===== src/rtl/call_stack_seq.sv =====
// call_stack_seq
//   Call/return sequencer beside the control unit. Owns the byte-wide stack
//   memory port: a CALL pushes the 16-bit return address (high byte first)
//   and hands the target back as the next PC. A RET pops two bytes (low
//   byte first) and hands them back as the next PC. The stack is
//   empty-descending: SP points at the next free byte.
//
//   Optional build macro: CALL_STACK_GUARD_EN
//     defined   - calls with fewer than 2 free bytes and returns with fewer
//                 than 2 stacked bytes are faulted. They skip the memory
//                 access and report o_fault in DONE.
//     undefined - no checks, SP wraps freely, o_fault is tied to 0.
//
//   Parameters
//     ADDR_W   - PC/SP/address width (byte packing assumes 16)
//     SP_INIT  - SP reset value
//     SP_LIMIT - lowest legal stack byte (guard build only)
//
//   Ports
//     i_clk, i_rst          clock, async active-high reset
//     i_call, i_ret         requests, sampled only in IDLE (call wins)
//     i_target, i_ret_pc    call target / return address, captured with i_call
//     o_busy, o_done        non-IDLE flag, one-cycle completion pulse
//     o_pc_load, o_pc       next-PC valid strobe and value
//     o_sp                  current stack pointer
//     o_mem_*, i_mem_*      byte memory port, req held until ack
//     o_fault               overflow/underflow pulse in DONE
//
//   state   | meaning
//   IDLE    | waiting for a call or return request
//   PUSH_HI | writing return-address high byte at SP
//   PUSH_LO | writing return-address low byte at SP
//   POP_LO  | reading low byte at SP+1
//   POP_HI  | reading high byte at SP+1
//   DONE    | completion pulse, back to IDLE next cycle
module call_stack_seq #(
    parameter int                 ADDR_W   = 16,
    parameter logic [ADDR_W-1:0]  SP_INIT  = 16'hFFFF,
    parameter logic [ADDR_W-1:0]  SP_LIMIT = 16'hFF00
) (
    input  logic              i_clk,
    input  logic              i_rst,
    input  logic              i_call,
    input  logic              i_ret,
    input  logic [ADDR_W-1:0] i_target,
    input  logic [ADDR_W-1:0] i_ret_pc,
    output logic              o_busy,
    output logic              o_done,
    output logic              o_pc_load,
    output logic [ADDR_W-1:0] o_pc,
    output logic [ADDR_W-1:0] o_sp,
    output logic              o_mem_req,
    output logic              o_mem_we,
    output logic [ADDR_W-1:0] o_mem_addr,
    output logic [7:0]        o_mem_wdata,
    input  logic              i_mem_ack,
    input  logic [7:0]        i_mem_rdata,
    output logic              o_fault
);

`ifdef CALL_STACK_GUARD_EN
    localparam logic GUARD_EN = 1'b1;
`else
    localparam logic GUARD_EN = 1'b0;
`endif

    typedef enum logic [2:0] {
        S_IDLE    = 3'd0,
        S_PUSH_HI = 3'd1,
        S_PUSH_LO = 3'd2,
        S_POP_LO  = 3'd3,
        S_POP_HI  = 3'd4,
        S_DONE    = 3'd5
    } state_t;

    state_t            state, state_nxt;
    logic [ADDR_W-1:0] sp;
    logic [ADDR_W-1:0] pc;
    logic [ADDR_W-1:0] target;
    logic [ADDR_W-1:0] ret_pc;
    logic [7:0]        lo_byte;
    logic              fault_q;
    logic              call_fault;
    logic              ret_fault;
    logic              is_push;
    logic              is_pop;

    // Constant-folds to 0 in the unguarded build.
    assign call_fault = GUARD_EN && (sp < SP_LIMIT + ADDR_W'(1));
    assign ret_fault  = GUARD_EN && (sp > SP_INIT - ADDR_W'(2));

    always_ff @(posedge i_clk or posedge i_rst) begin
        if (i_rst) begin
            state <= S_IDLE;
        end else begin
            state <= state_nxt;
        end
    end

    always_comb begin
        state_nxt = state;
        case (state)
            S_IDLE: begin
                if (i_call) begin
                    state_nxt = call_fault ? S_DONE : S_PUSH_HI;
                end else if (i_ret) begin
                    state_nxt = ret_fault ? S_DONE : S_POP_LO;
                end
            end
            S_PUSH_HI: if (i_mem_ack) state_nxt = S_PUSH_LO;
            S_PUSH_LO: if (i_mem_ack) state_nxt = S_DONE;
            S_POP_LO:  if (i_mem_ack) state_nxt = S_POP_HI;
            S_POP_HI:  if (i_mem_ack) state_nxt = S_DONE;
            S_DONE:    state_nxt = S_IDLE;
            default:   state_nxt = S_IDLE;
        endcase
    end

    always_ff @(posedge i_clk or posedge i_rst) begin
        if (i_rst) begin
            sp      <= SP_INIT;
            pc      <= '0;
            target  <= '0;
            ret_pc  <= '0;
            lo_byte <= '0;
            fault_q <= 1'b0;
        end else begin
            case (state)
                S_IDLE: begin
                    if (i_call) begin
                        target  <= i_target;
                        ret_pc  <= i_ret_pc;
                        fault_q <= call_fault;
                    end else if (i_ret) begin
                        fault_q <= ret_fault;
                    end
                end
                S_PUSH_HI: begin
                    if (i_mem_ack) sp <= sp - ADDR_W'(1);
                end
                S_PUSH_LO: begin
                    if (i_mem_ack) begin
                        sp <= sp - ADDR_W'(1);
                        pc <= target;
                    end
                end
                S_POP_LO: begin
                    if (i_mem_ack) begin
                        lo_byte <= i_mem_rdata;
                        sp      <= sp + ADDR_W'(1);
                    end
                end
                S_POP_HI: begin
                    if (i_mem_ack) begin
                        pc <= ADDR_W'({i_mem_rdata, lo_byte});
                        sp <= sp + ADDR_W'(1);
                    end
                end
                default: ;
            endcase
        end
    end

    // All outputs decode from registered state, so nothing in the memory
    // request can move while an access is pending.
    assign is_push = (state == S_PUSH_HI) || (state == S_PUSH_LO);
    assign is_pop  = (state == S_POP_LO)  || (state == S_POP_HI);

    assign o_busy      = (state != S_IDLE);
    assign o_done      = (state == S_DONE);
    assign o_pc_load   = (state == S_DONE) && !fault_q;
    assign o_pc        = pc;
    assign o_sp        = sp;
    assign o_mem_req   = is_push || is_pop;
    assign o_mem_we    = is_push;
    assign o_mem_addr  = is_push ? sp : (is_pop ? sp + ADDR_W'(1) : '0);
    assign o_mem_wdata = (state == S_PUSH_HI) ? ret_pc[15:8] :
                         (state == S_PUSH_LO) ? ret_pc[7:0]  : 8'h00;

`ifdef CALL_STACK_GUARD_EN
    assign o_fault = (state == S_DONE) && fault_q;
`else
    assign o_fault = 1'b0;
`endif

endmodule


===== config.mk =====
export PLATFORM = sky130hd
export DESIGN_NAME = call_stack_seq
export DESIGN_NICKNAME = d
export VERILOG_FILES = /design/src/rtl/call_stack_seq.sv
export SDC_FILE = /design/constraint.sdc
export NUM_CORES = 1
export LEC_CHECK = 0
export BUFFER_PORTS_ARGS = -buffer_cell sky130_fd_sc_hd__clkbuf_2
export CORE_MARGIN = 3
export CORE_UTILIZATION = 40
export CTS_CLUSTER_DIAMETER = 30
export DETAILED_ROUTE_END_ITERATION = 8
export MAX_ROUTING_LAYER = met4
export PLACE_DENSITY_LB_ADDON = 0.25
export REMOVE_ABC_BUFFERS = 1
export SLEW_MARGIN = 20
export SYNTH_ARGS = -nofsm -noshare
export SYNTH_HDL_FRONTEND = slang
export SYNTH_SLANG_ARGS = --single-unit

===== constraint.sdc =====
create_clock -name i_clk -period 4.4 [get_ports i_clk]
set_input_delay 0.22 -clock i_clk [delete_from_list [all_inputs] [get_ports i_clk]]
set_output_delay 0.22 -clock i_clk [all_outputs]
set_load 0.02 [all_outputs]

==> out/results.tsv <==
metric	value	unit
Top Layer Used	met4	
clock insertion delay at the later pin of the skew report	0.35	ns
IO buf count	105	
Slowest-stage cell, CP	nor2b_1	
max-cap viol count	0	
Main synth FF type	dfrtp_1	
nets	524	
Starting Density	42.3	%
pin count of the biggest net entering global routing	65	
DR WL met2	4620	um
ratio of final minimum period to clock period	70.0	%
Row Count	35	
vias in the first global route	3172	
mux cell area share after synthesis	15.5	%
ant diodes	0	
Startpoint Class	flop	
area delta synth->final	18.5	%
CP max stage delay	0.68	ns
post-detail-place hpwl	6830	um
Synth Cell Area	0.00400	mm^2
largest cells by area after synthesis	dfrtp_1 37%, mux2_2 11%, dfstp_2 11%	
post-cts resize count	0	
XOR/XNOR share of the synthesized area	4.16	%
share of cells above drive strength 1	39.8	%
RSZ-0062 raised after global routing	false	
Final Wtd Congestion	0.872	
Critical Path Fanout Max	16	
Clock Pin Slew Worst Setup and Hold Paths	0.08	ns
drt first-iter violations	142	
Slew headroom	45.5	%
Die Area	0.0112	mm^2
HP Class	input pin to async pin	
# clock sinks	75	
Arr. time, crit path	2.86	ns
Via Count	3301	
setup TNS	0	ns
Min Clock Period, post-route	3.08	ns
Power Density	807	mW/mm^2
Detailed Route WL	9860	um
Synth warnings	0	
DRT Pass-1 Iters	4	
hold buffers post-CTS	0	
first-pass GRT wire length	16100	um
Distinct cells, synth	54	
post-route ant nets	0	
post-synth top area cell	dfrtp_1	
Core ar.	0.00946	mm^2
main combinational cell family by area after synthesis	multiplexers	
final setup fails	0	
drt drc	0	
initial antenna violation count	0	
endpoint class of the critical path	primary output	
WL met3	635	um
area share of the largest cell type after synthesis	36.9	%
slew at the pin closest to its max-slew limit	0.817	ns
register area share after synthesis	47.4	%
Max Clk Rate	325	MHz
worst setup path class	flop to primary output	
htree depth	3	
Post-Synth Simple-Gate Area	13.0	%
CTS tree	built	
Yosys reg bits	75	
EDFF count, synth	0	
fin. max-slew vios	0	
Adder-Cell Fraction of Synth Area	0.625	%
Die Ht	106	um
Via density	5.40	
CTS Buf Count	9	
CP required	4.18	ns
clock tree buffer depth	2	
final clock skew	0.00798	ns
root buf cell	clkbuf_8	
routed len/inst	16.1	um
VDD IR max	0.329	mV
Fin. Hold Viols	0	
Overflow after GRT	0	
Post-synth top cells	59 x dfrtp_1, 39 x mux2_2, 35 x nand2_1	
Top-Level Pins	107	
most common cell in the netlist	dfrtp_1	
most used cell, CP	a21oi_1	
asr flop ratio synth	100	%
Syn Inst Count	392	
Post CTS Setup Buffer Count	0	
met1 wire length	4460	um
status	complete, no violations	
Pleak	2.22	nW
GRT Total Usage	18.3	%
Synth Area per Inst	10.2	um^2
worst-path cell chain	nor2b_1 -> o21a_1 -> a21oi_1 -> a21oi_1 -> clkbuf_2	
die width	106	um
Tot Pwr	3.83	mW
Synth Area in Compound Gates	14.2	%
routing by layer:
layer	vias to the layer above	track usage (%)
met5	-	-
met4	0	6.48
met3	15	4.37
met2	109	27.3
met1	1612	24.5
li1	1565	-
worst paths after layout:
path,slack (ns),cells after the start,startpoint,to
setup reg to reg,1.87,6,state[2],o_sp[12]
setup / recovery,1.32,5,state[1],o_mem_addr[14]
min in group i_clk,0.09,2,i_target[5],target[5]
max in group asynchronous,3.53,3,i_rst,state[2]
hold reg to reg,0.49,2,o_pc[7],o_pc[7]
hold / removal,0.02,2,i_rst,o_sp[12]
sequential cells by signal, summed over array words and instances, names as in the netlist:
name     flops
o_sp        16
target      16
state        3
lo_byte      8
ret_pc      16
o_pc        16
metrics by stage:
stage | utilization (%) | hold WS [ns] | instances | setup WS (ns) | cell area (um^2)
after global routing | 50.1 | 0.0390 | 611 | 1.17 | 4740
after global placement | 48.0 | 0.404 | 594 | 1.84 | 4540
after detailed placement | 48.0 | 0.413 | 594 | 1.76 | 4540
after CTS | 50.0 | 0.0132 | 610 | 1.35 | 4730
after floorplan | - | 0.319 | 357 | 1.78 | 3830
final | 50.1 | 0.0159 | 611 | 1.32 | 4740
kinds of logic after synthesis:
family	Yosys count
flip-flops	75
adder cells (fa/ha/maj)	2
XOR/XNOR	19
buffers and inverters	43
AO/OA/AOI/OAI	89
AND/OR/NAND/NOR	106
other	1
multiplexers	57
worst max-delay path, delay by kind of cell (launching register included):
kind	cells	cell delay [ns]
flops	1	0.63
simple gates	1	0.68
compound gates	3	0.98
buf+inv	1	0.21
area by class of cell:
| type | count | area, um^2 |
|---|---|---|
| repair buffers | 109 | 563 |
| clock inverters | 6 | 48.8 |
| well taps | 129 | 161 |
| fillers | 912 | 4720 |
| flip-flops and latches | 75 | 1900 |
| clock buffers | 10 | 138 |
| inverters | 8 | 30.0 |
| multi-input cells | 274 | 1910 |
where the power goes:
part	switching (mW)	total, mW	internal (mW)
Sequential	0.383	1.46	1.08
Clock	0.272	0.496	0.225
Combinational	1.12	1.87	0.749
Total	1.77	3.83	2.05
cell usage in the layout, fill, tap and decap left out, drive strengths merged, types with 3 or more instances in the layout:
master,instances
clkbuf,115
dfrtp,59
o21ai,45
mux2,40
nand2,36
nor2,22
mux2i,17
dfstp,16
a21oi,12
nand3,11
xnor2,11
inv,10
nor3,9
xor2,8
a22oi,8
nand4,7
and3,6
o31ai,4
buf,4
nor2b,3
a31oi,3
a32oi,3
clkinvlp,3
a211oi,3
No activity file was read; power rests on OpenSTA's default activity.
